==> src/rtl/acr_pkt_if.sv <==
// rtl/acr_pkt_if.sv - ACR packet handoff between the packet source and the packet scheduler
interface acr_pkt_if;
    logic         pkt_valid;
    logic         pkt_ready;
    logic [23:0]  header;
    logic [223:0] sub;

    modport master (output pkt_valid, header, sub, input pkt_ready);
    modport slave  (input pkt_valid, header, sub, output pkt_ready);
endinterface

==> src/rtl/acr_packet_gen.sv <==
// rtl/acr_packet_gen.sv - HDMI Audio Clock Regeneration packet source
// CTS is the pixel-cycle distance between consecutive windows of N/128 audio strobes.
module acr_packet_gen #(
    parameter int unsigned CTS_WIDTH      = 20,
    parameter int unsigned TIMEOUT_CYCLES = 65535,
    parameter logic [2:0]  DEFAULT_RATE   = 3'd2
) (
    input  logic       clk_pixel,
    input  logic       rst_n,
    input  logic       audio_strobe,
    input  logic [2:0] rate_sel,
    acr_pkt_if.master  pkt,
    output logic       audio_locked,
    output logic       overrun,
    output logic       cts_overflow
);
    localparam int unsigned TO_WIDTH = $clog2(TIMEOUT_CYCLES + 1);
    localparam logic [TO_WIDTH-1:0] TO_LAST = TO_WIDTH'(TIMEOUT_CYCLES - 1);

    typedef enum logic [1:0] {IDLE, ACQUIRE, RUN} state_t;

    state_t               state, state_next;
    logic [2:0]           rate_reg;
    logic [19:0]          n_sel;
    logic [7:0]           w_sel;
    logic [CTS_WIDTH-1:0] cts_cnt;
    logic [CTS_WIDTH-1:0] cts_q;
    logic [7:0]           strb_cnt;
    logic [TO_WIDTH-1:0]  to_cnt;
    logic [19:0]          n_q;
    logic [19:0]          cts_ext;
    logic [55:0]          subpkt;
    logic                 valid_q;
    logic                 in_win, rate_bad, sat, timeout, abort, start, boundary, publish;

    always_comb begin
        n_sel = 20'd6144;
        w_sel = 8'd48;
        case (rate_reg)
            3'd0: begin n_sel = 20'd4096;  w_sel = 8'd32;  end
            3'd1: begin n_sel = 20'd6272;  w_sel = 8'd49;  end
            3'd2: begin n_sel = 20'd6144;  w_sel = 8'd48;  end
            3'd3: begin n_sel = 20'd12544; w_sel = 8'd98;  end
            3'd4: begin n_sel = 20'd12288; w_sel = 8'd96;  end
            3'd5: begin n_sel = 20'd25088; w_sel = 8'd196; end
            3'd6: begin n_sel = 20'd24576; w_sel = 8'd192; end
            default: ;
        endcase
    end

    // Abort outranks a boundary in the same cycle, so a saturated count is never published.
    assign in_win   = (state != IDLE);
    assign rate_bad = (rate_sel != rate_reg) || (rate_sel == 3'd7);
    assign sat      = in_win && (cts_cnt == '1);
    assign timeout  = in_win && !audio_strobe && (to_cnt == TO_LAST);
    assign abort    = rate_bad || timeout || sat;
    assign start    = (state == IDLE) && audio_strobe && !rate_bad;
    assign boundary = in_win && audio_strobe && ((strb_cnt + 8'd1) == w_sel) && !abort;

    always_ff @(posedge clk_pixel or negedge rst_n) begin
        if (!rst_n) state <= IDLE;
        else        state <= state_next;
    end

    always_comb begin
        state_next = state;
        case (state)
            IDLE:    if (start) state_next = ACQUIRE;
            ACQUIRE: if (abort) state_next = IDLE; else if (boundary) state_next = RUN;
            RUN:     if (abort) state_next = IDLE;
            default: state_next = IDLE;
        endcase
    end

    always_comb begin
        audio_locked = (state == RUN);
        publish      = (state == RUN) && boundary;
    end

    always_ff @(posedge clk_pixel or negedge rst_n) begin
        if (!rst_n) begin
            rate_reg <= DEFAULT_RATE;
            cts_cnt  <= '0;
            strb_cnt <= 8'd0;
            to_cnt   <= '0;
        end else begin
            rate_reg <= rate_sel;
            if (!in_win || abort) begin
                cts_cnt  <= '0;
                strb_cnt <= start ? 8'd1 : 8'd0;
                to_cnt   <= '0;
            end else begin
                cts_cnt  <= boundary ? '0 : cts_cnt + CTS_WIDTH'(1);
                strb_cnt <= boundary ? 8'd0 : strb_cnt + {7'd0, audio_strobe};
                to_cnt   <= audio_strobe ? '0 : to_cnt + TO_WIDTH'(1);
            end
        end
    end

    always_ff @(posedge clk_pixel or negedge rst_n) begin
        if (!rst_n) begin
            valid_q      <= 1'b0;
            n_q          <= 20'd0;
            cts_q        <= '0;
            overrun      <= 1'b0;
            cts_overflow <= 1'b0;
        end else begin
            if (publish) begin
                n_q     <= n_sel;
                cts_q   <= cts_cnt + CTS_WIDTH'(1);
                valid_q <= 1'b1;
                if (valid_q && !pkt.pkt_ready) overrun <= 1'b1;
            end else if (valid_q && pkt.pkt_ready) begin
                valid_q <= 1'b0;
            end
            if (sat) cts_overflow <= 1'b1;
        end
    end

    assign cts_ext = 20'(cts_q);
    assign subpkt  = {n_q[7:0], n_q[15:8], 4'd0, n_q[19:16],
                      cts_ext[7:0], cts_ext[15:8], 4'd0, cts_ext[19:16], 8'd0};

    assign pkt.pkt_valid = valid_q;
    assign pkt.header    = {8'd0, 8'd0, 8'd1};
    assign pkt.sub       = {4{subpkt}};
endmodule

==> src/flat_wrapper.sv <==
// flat-port wrapper written by rule: the top's interface ports become plain ports
module acr_packet_gen_flat 
#(
    parameter int unsigned CTS_WIDTH      = 20,
    parameter int unsigned TIMEOUT_CYCLES = 65535,
    parameter logic [2:0]  DEFAULT_RATE   = 3'd2
)
  (clk_pixel, rst_n, audio_strobe, rate_sel, audio_locked, overrun, cts_overflow, pkt_pkt_valid, pkt_header, pkt_sub, pkt_pkt_ready);
  acr_pkt_if pkt_i ();
  input  logic clk_pixel;
  input  logic rst_n;
  input  logic audio_strobe;
  input  logic [2:0] rate_sel;
  output logic audio_locked;
  output logic overrun;
  output logic cts_overflow;
  output wire logic [$bits(pkt_i.pkt_valid)-1:0] pkt_pkt_valid;
  output wire logic [$bits(pkt_i.header)-1:0] pkt_header;
  output wire logic [$bits(pkt_i.sub)-1:0] pkt_sub;
  input wire logic [$bits(pkt_i.pkt_ready)-1:0] pkt_pkt_ready;
  assign pkt_pkt_valid = pkt_i.pkt_valid;
  assign pkt_header = pkt_i.header;
  assign pkt_sub = pkt_i.sub;
  assign pkt_i.pkt_ready = pkt_pkt_ready;
  acr_packet_gen #(.CTS_WIDTH(CTS_WIDTH), .TIMEOUT_CYCLES(TIMEOUT_CYCLES), .DEFAULT_RATE(DEFAULT_RATE)) u_core (.clk_pixel(clk_pixel), .rst_n(rst_n), .audio_strobe(audio_strobe), .rate_sel(rate_sel), .pkt(pkt_i), .audio_locked(audio_locked), .overrun(overrun), .cts_overflow(cts_overflow));
endmodule
==> config.mk <==
export PLATFORM = sky130hd
export DESIGN_NAME = acr_packet_gen_flat
export DESIGN_NICKNAME = d
export VERILOG_FILES = /design/src/rtl/acr_pkt_if.sv /design/src/rtl/acr_packet_gen.sv /design/src/flat_wrapper.sv
export SDC_FILE = /design/constraint.sdc
export NUM_CORES = 1
export LEC_CHECK = 0
export CORE_AREA = 2 2 102 104
export DETAILED_ROUTE_END_ITERATION = 8
export DIE_AREA = 0 0 104 106
export DONT_BUFFER_PORTS = 1
export GPL_TIMING_DRIVEN = 0
export PLACE_DENSITY = 0.78
export REMOVE_ABC_BUFFERS = 1
export SETUP_SLACK_MARGIN = 0.5
export SYNTH_ARGS = -nofsm -noshare
export SYNTH_HDL_FRONTEND = slang
export SYNTH_SLANG_ARGS = --single-unit
==> constraint.sdc <==
create_clock -name clk_pixel -period 2.8 [get_ports clk_pixel]
set_input_delay 0.84 -clock clk_pixel [delete_from_list [all_inputs] [get_ports clk_pixel]]
set_output_delay 0.84 -clock clk_pixel [all_outputs]
set_load 0.01 [all_outputs]
# Word level (Yosys, flattened, before mapping)

Cells that the tools add are included.
W data, S select, Z words.

Add/subtract/negate cells: 4
Multipliers: 0
Div/mod/pow operators: 0
Order comparisons: 0
Equal/unequal tests: 15
Shifts and indexed selects: 0
Muxes and demuxes: 16
Bitwise logic cells: 0
Reduce and logical (&&, ||, !) cells: 26

Operators with widths:

| kind                    | number |
|---|---|
| $pmux W15 S6            | 1 |
| $pmux W8 S6             | 1 |
| $mux W20                | 2 |
| $mux W16                | 2 |
| $add A20 B1 Y20 const B | 1 |
| $eq A20 B20 Y1 const B  | 1 |
| $add A16 B1 Y16 const B | 1 |
| $eq A16 B16 Y1 const B  | 1 |
| $mux W8                 | 2 |
| $eq A3 B3 Y1 const B    | 4 |
| $logic_and A1 B1 Y1     | 11 |
| $add A8 B1 Y8           | 1 |
| $add A8 B1 Y8 const B   | 1 |
| $eq A8 B8 Y1            | 1 |
| $mux W2                 | 4 |
| $pmux W2 S3             | 1 |
| $logic_not A1 Y1        | 5 |
| $logic_or A1 B1 Y1      | 4 |
| $ne A2 B1 Y1 const B    | 2 |
| $reduce_bool A2 Y1      | 2 |
| $eq A3 B1 Y1 const B    | 1 |
| $eq A3 B2 Y1 const B    | 1 |
| $logic_not A3 Y1        | 1 |
| $mux W1                 | 3 |
| 7 further kinds         | 7 |

Flip-flop bits (word level): 92
Bits in latches: 0
RAM bits: 0
Memory bits (read-only): 0
Input port bits: 7
Output and inout port bits: 252
Logic and storage cells: 71
Memories kept: 0

# Depth between registers and ports, before layout

Depth after elaboration: 10
Gate-level depth with buffers: 10
Gate-level depth less buffers: 8

# Worst setup path before layout

No wires, ideal clock.

Path kind: input to register
Start: input port rate_sel[2]
End: register u_core.cts_q[1], in the netlist u_core.cts_ext[1]
Arrival time: 2.207 ns
Data required time: 2.675 ns
Setup slack: 0.469 ns
Stages: 6
Cells stage by stage: or2_0 > a211oi_1 > nand3_2 > nor3_2 > buf_6 > mux2_2

Longest elaborated chain between the ends: 7

RTL lines:

| item                                                | RTL line              | text |
|---|---|---|
| from (decl)                                         | flat_wrapper.sv:13    | `input logic [2:0] rate_sel;` |
| $ne A3 B3 Y1 / $eq A3 B3 Y1 (equally long branches) | acr_packet_gen.sv:53  | `assign rate_bad = (rate_sel != rate_reg) \|\| (rate_sel == 3'd7);` |
| $logic_or A1 B1 Y1 *                                | acr_packet_gen.sv:53  |  |
| $logic_or A1 B1 Y1 * (2 in series)                  | acr_packet_gen.sv:56  | `assign abort = rate_bad \|\| timeout \|\| sat;` |
| $logic_not A1 Y1 *                                  | acr_packet_gen.sv:58  | `assign boundary = in_win && audio_strobe && ((strb_cnt + 8'd1) == w_sel) && !abort;` |
| $logic_and A1 B1 Y1 *                               | acr_packet_gen.sv:58  |  |
| $logic_and A1 B1 Y1 *                               | acr_packet_gen.sv:77  | `publish = (state == RUN) && boundary;` |
| to (signal assigned)                                | acr_packet_gen.sv:110 | `cts_q <= cts_cnt + CTS_WIDTH'(1);` |
| to (decl)                                           | acr_packet_gen.sv:27  | `logic [CTS_WIDTH-1:0] cts_q;` |

Every way passes the cells marked *; elsewhere a longest branch is shown, timed or not.
A chain may end at the register's enable or synchronous reset.

# Final worst setup path

Start: register u_core.rate_reg[1]
End: register u_core.strb_cnt[4]

Longest elaborated chain between the ends: 8

RTL lines:

| item                                                                | RTL line             | text |
|---|---|---|
| from (decl)                                                         | acr_packet_gen.sv:23 | `logic [2:0] rate_reg;` |
| from (signal assigned)                                              | acr_packet_gen.sv:87 | `rate_reg <= rate_sel;` |
| parallel branches: the longest is 7 deep, another holds $pmux W8 S6 | n/a                  |  |
| $mux W8 *                                                           | acr_packet_gen.sv:88 | `if (!in_win \|\| abort) begin` |
| to (signal assigned)                                                | acr_packet_gen.sv:90 | `strb_cnt <= start ? 8'd1 : 8'd0;` |
| to (signal assigned)                                                | acr_packet_gen.sv:94 | `strb_cnt <= boundary ? 8'd0 : strb_cnt + {7'd0, audio_strobe};` |
| to (decl)                                                           | acr_packet_gen.sv:28 | `logic [7:0] strb_cnt;` |

Every way passes the cells marked *.

==> metrics.txt <==
status=finished, final reports clean; first-pass GRT wire length=13600 microns; Logic pwr share=0.069; Leakage=2.41 nW; Top Family by Delay on Critical Path=simple AND/OR/NAND/NOR gates; fin crit period=2.33 ns; initial antenna violation count=0; Switching Share=0.250; drt first pass iters=4; Ports=259; Final setup viols=0; critical path type=register to register; clk_skew=0.0104 ns; routability cong.=0.873; root buf cell=clkbuf_8; Die Area=11000 sq um; Port-buffer cells=0; final wirelength=9080 microns; remaining global-route overflow=0; area growth from synthesis to layout=-6.50%; Rel. slew slack=0.661; top_reg_cell synth=dfrtp_1; Synth Area per Inst=9.37 sq um; GRT Total Usage=0.155; FP Rows=37; largest net degree at the start of global routing=80; sequential element share of the synthesized area=0.363; RSZ-0062 raised after global routing=yes; worst hold slack=0.168 ns; Final WS setup=0.472 ns; hpwl dp=5870 microns; Clock Pin Slew Worst Setup and Hold Paths=0.08 ns; TritonCTS Sinks=79; number of diodes=0; NetSw=0.000540 W; Post-synth EDFFs=0; worst path cell trace=xor2_4 -> mux2_2 -> xnor2_2 -> nor2_1 -> and4b_2 -> or3_4 -> clkbuf_16 -> nor2_1; endpoints failing hold=0; share of cells above drive strength 1=0.160; WP data arrival=2.61 ns; Max Cap Viol=0; Worst Setup End Kind=register; Die Wd=104 microns; CTS buffer count=9; CP max FO=6; CP Buf/Inv Count=1; Post-Syn Area=5450 sq um; fin cells=666; post-synthesis cell count=581; Req. time, crit path=3.09 ns; Die Y=106 microns; CTS Hold Buffers Added=0; later-pin clock latency in the skew report=0.36 ns; Pint=0.00162 W; warnings from Yosys=0; Setup WS pre-CTS=-0.483 ns; FF-to-FF setup slack=0.47 ns; CP max stage cell=dfstp_2; vias in the first global route=2744; Iter 0 DRT Violations=107; vias per cell=4.48; Util after Layout=0.509; crit-path max cell delay=0.62 ns; fmax=430 MHz; DRC errors left=0; wire per inst=13.6 microns; final slew viol count=0; Clk pwr share=0.396; Netlist cell types=46; Clock Path Buffers=2; part of the power in registers=0.535; Post-synth ARST share=1.00; cell repeated most along the worst path=nor2_1; DRT antenna net count=0; Pwr per Cell Area=424 nW/um^2; Peak VDD IR=0.000287 V; TritonCTS clock tree=built; Worst-Margin Slew=0.509 ns; Min-Delay Path Class=input pin to async pin; via count=2987; Initial Utilization=0.545; Placed Cells incl. Taps=624; H-tree depth=3; critical path startpoint category=register; period utilisation layout=0.831; flops & latches, synth=79; Core ar.=10000 sq um; TNS Setup=0 ns; fin nets=538
## layout make-up
cell class / instances / area, sq um
well taps: 136 / 170
inverters: 36 / 135
clock buffers: 12 / 145
flip-flops and latches: 79 / 1990
fillers: 882 / 4910
clock inverters: 4 / 53.8
multi-input cells: 372 / 2310
repair buffers: 27 / 294
## cell usage in the layout, fill, tap and decap left out, types with 3 or more instances in the layout
master	synthesis	layout
nor3_1	4	3
xnor2_1	21	20
nand3b_1	3	3
nand4_1	5	5
conb_1	2	140
dfrtp_2	0	6
xor2_1	26	22
nand3_4	0	3
dfrtp_1	78	72
mux2_2	7	6
clkbuf_8	0	10
nor2_1	59	57
ha_1	6	4
and3_1	3	3
mux2i_1	22	22
buf_4	222	20
xor2_2	0	3
nand3_1	28	24
nand2_1	13	13
inv_1	36	36
## logic make-up (layout without fill, tap and decap cells)
group                      Yosys count  after routing  synth area share
xor gates and xnor gates            48             48            0.0797
buffers and inverters              269             79             0.348
and+or+nand+nor                    133            134             0.119
other                                2            140           0.00138
muxes                               29             29            0.0549
adders and majority gates            6              6            0.0138
AOI/OAI and AO/OA                   15             15            0.0202
DFF                                 79             79             0.363
## synth_stat cells, types with 2 or more instances
cell type,n,area [sq um]
and3_1,3,18.8
nand3_1,28,140
a21oi_1,3,15.0
nand4_1,5,31.3
xor2_1,26,228
mux2i_1,22,220
and2_1,2,12.5
buf_2,5,25.0
inv_1,36,135
mux2_2,7,78.8
nand3b_1,3,22.5
and3_4,2,22.5
xnor2_1,21,184
nor2_1,59,221
ha_1,6,75.1
buf_4,222,1670
conb_1,2,7.51
nand2_1,13,48.8
o21ai_0,3,15.0
or3_1,2,12.5
nor3_1,4,20.0
buf_6,6,67.6
dfrtp_1,78,1950
## timing repair
item | CTS | global route
resized for setup | 21 | 24
setup endpoints to repair | 75 | 68
cloned | 0 | 3
pin swaps | 4 | 12
buffers inserted | 15 | 8
## layer usage
layer,track usage,part of all wire
met1,0.179,0.40
met2,0.271,0.53
met3,0.0349,0.059
met4,0.0763,0.019
met5,0,0
## stage by stage
step | cell area, sq um | total power (W)
final | 5090 | 0.00216
after global routing | 5090 | 0.00223
after CTS | 4830 | 0.00215
after detailed placement | 4420 | 0.00129
after global placement | 4370 | 0.00129
after floorplan | 4200 | 0.00128
## worst paths after layout
kind,cells past startpoint,to,startpoint
max,8,u_core.strb_cnt[4],u_core.rate_reg[1]
min,0,u_core.cts_ext[4],rst_n
max reg2reg,8,u_core.strb_cnt[4],u_core.rate_reg[1]
min reg2reg,1,u_core.cts_cnt[0],u_core.cts_cnt[0]
max in group asynchronous,0,u_core.rate_reg[1],rst_n
min in group clk_pixel,0,u_core.rate_reg[1],rate_sel[1]
## worst register-to-register path: cells and delay by family, from the launching register on
family                 cells  cell delay (ns)
flip-flops                 1             0.62
AND/OR/NAND/NOR            4             0.86
multiplexers               1             0.31
XOR/XNOR                   2             0.28
buffers and inverters      1             0.18
## power by group through the flow
stage	Clock, W	Sequential [W]	Combinational [W]
after floorplan	0	0.00117	0.000111
after global placement	0	0.00117	0.000116
after detailed placement	0	0.00117	0.000117
after CTS	0.000875	0.00115	0.000128
after global routing	0.000914	0.00115	0.000164
final	0.000854	0.00115	0.000150
No activity file was read; power rests on OpenSTA's default activity.
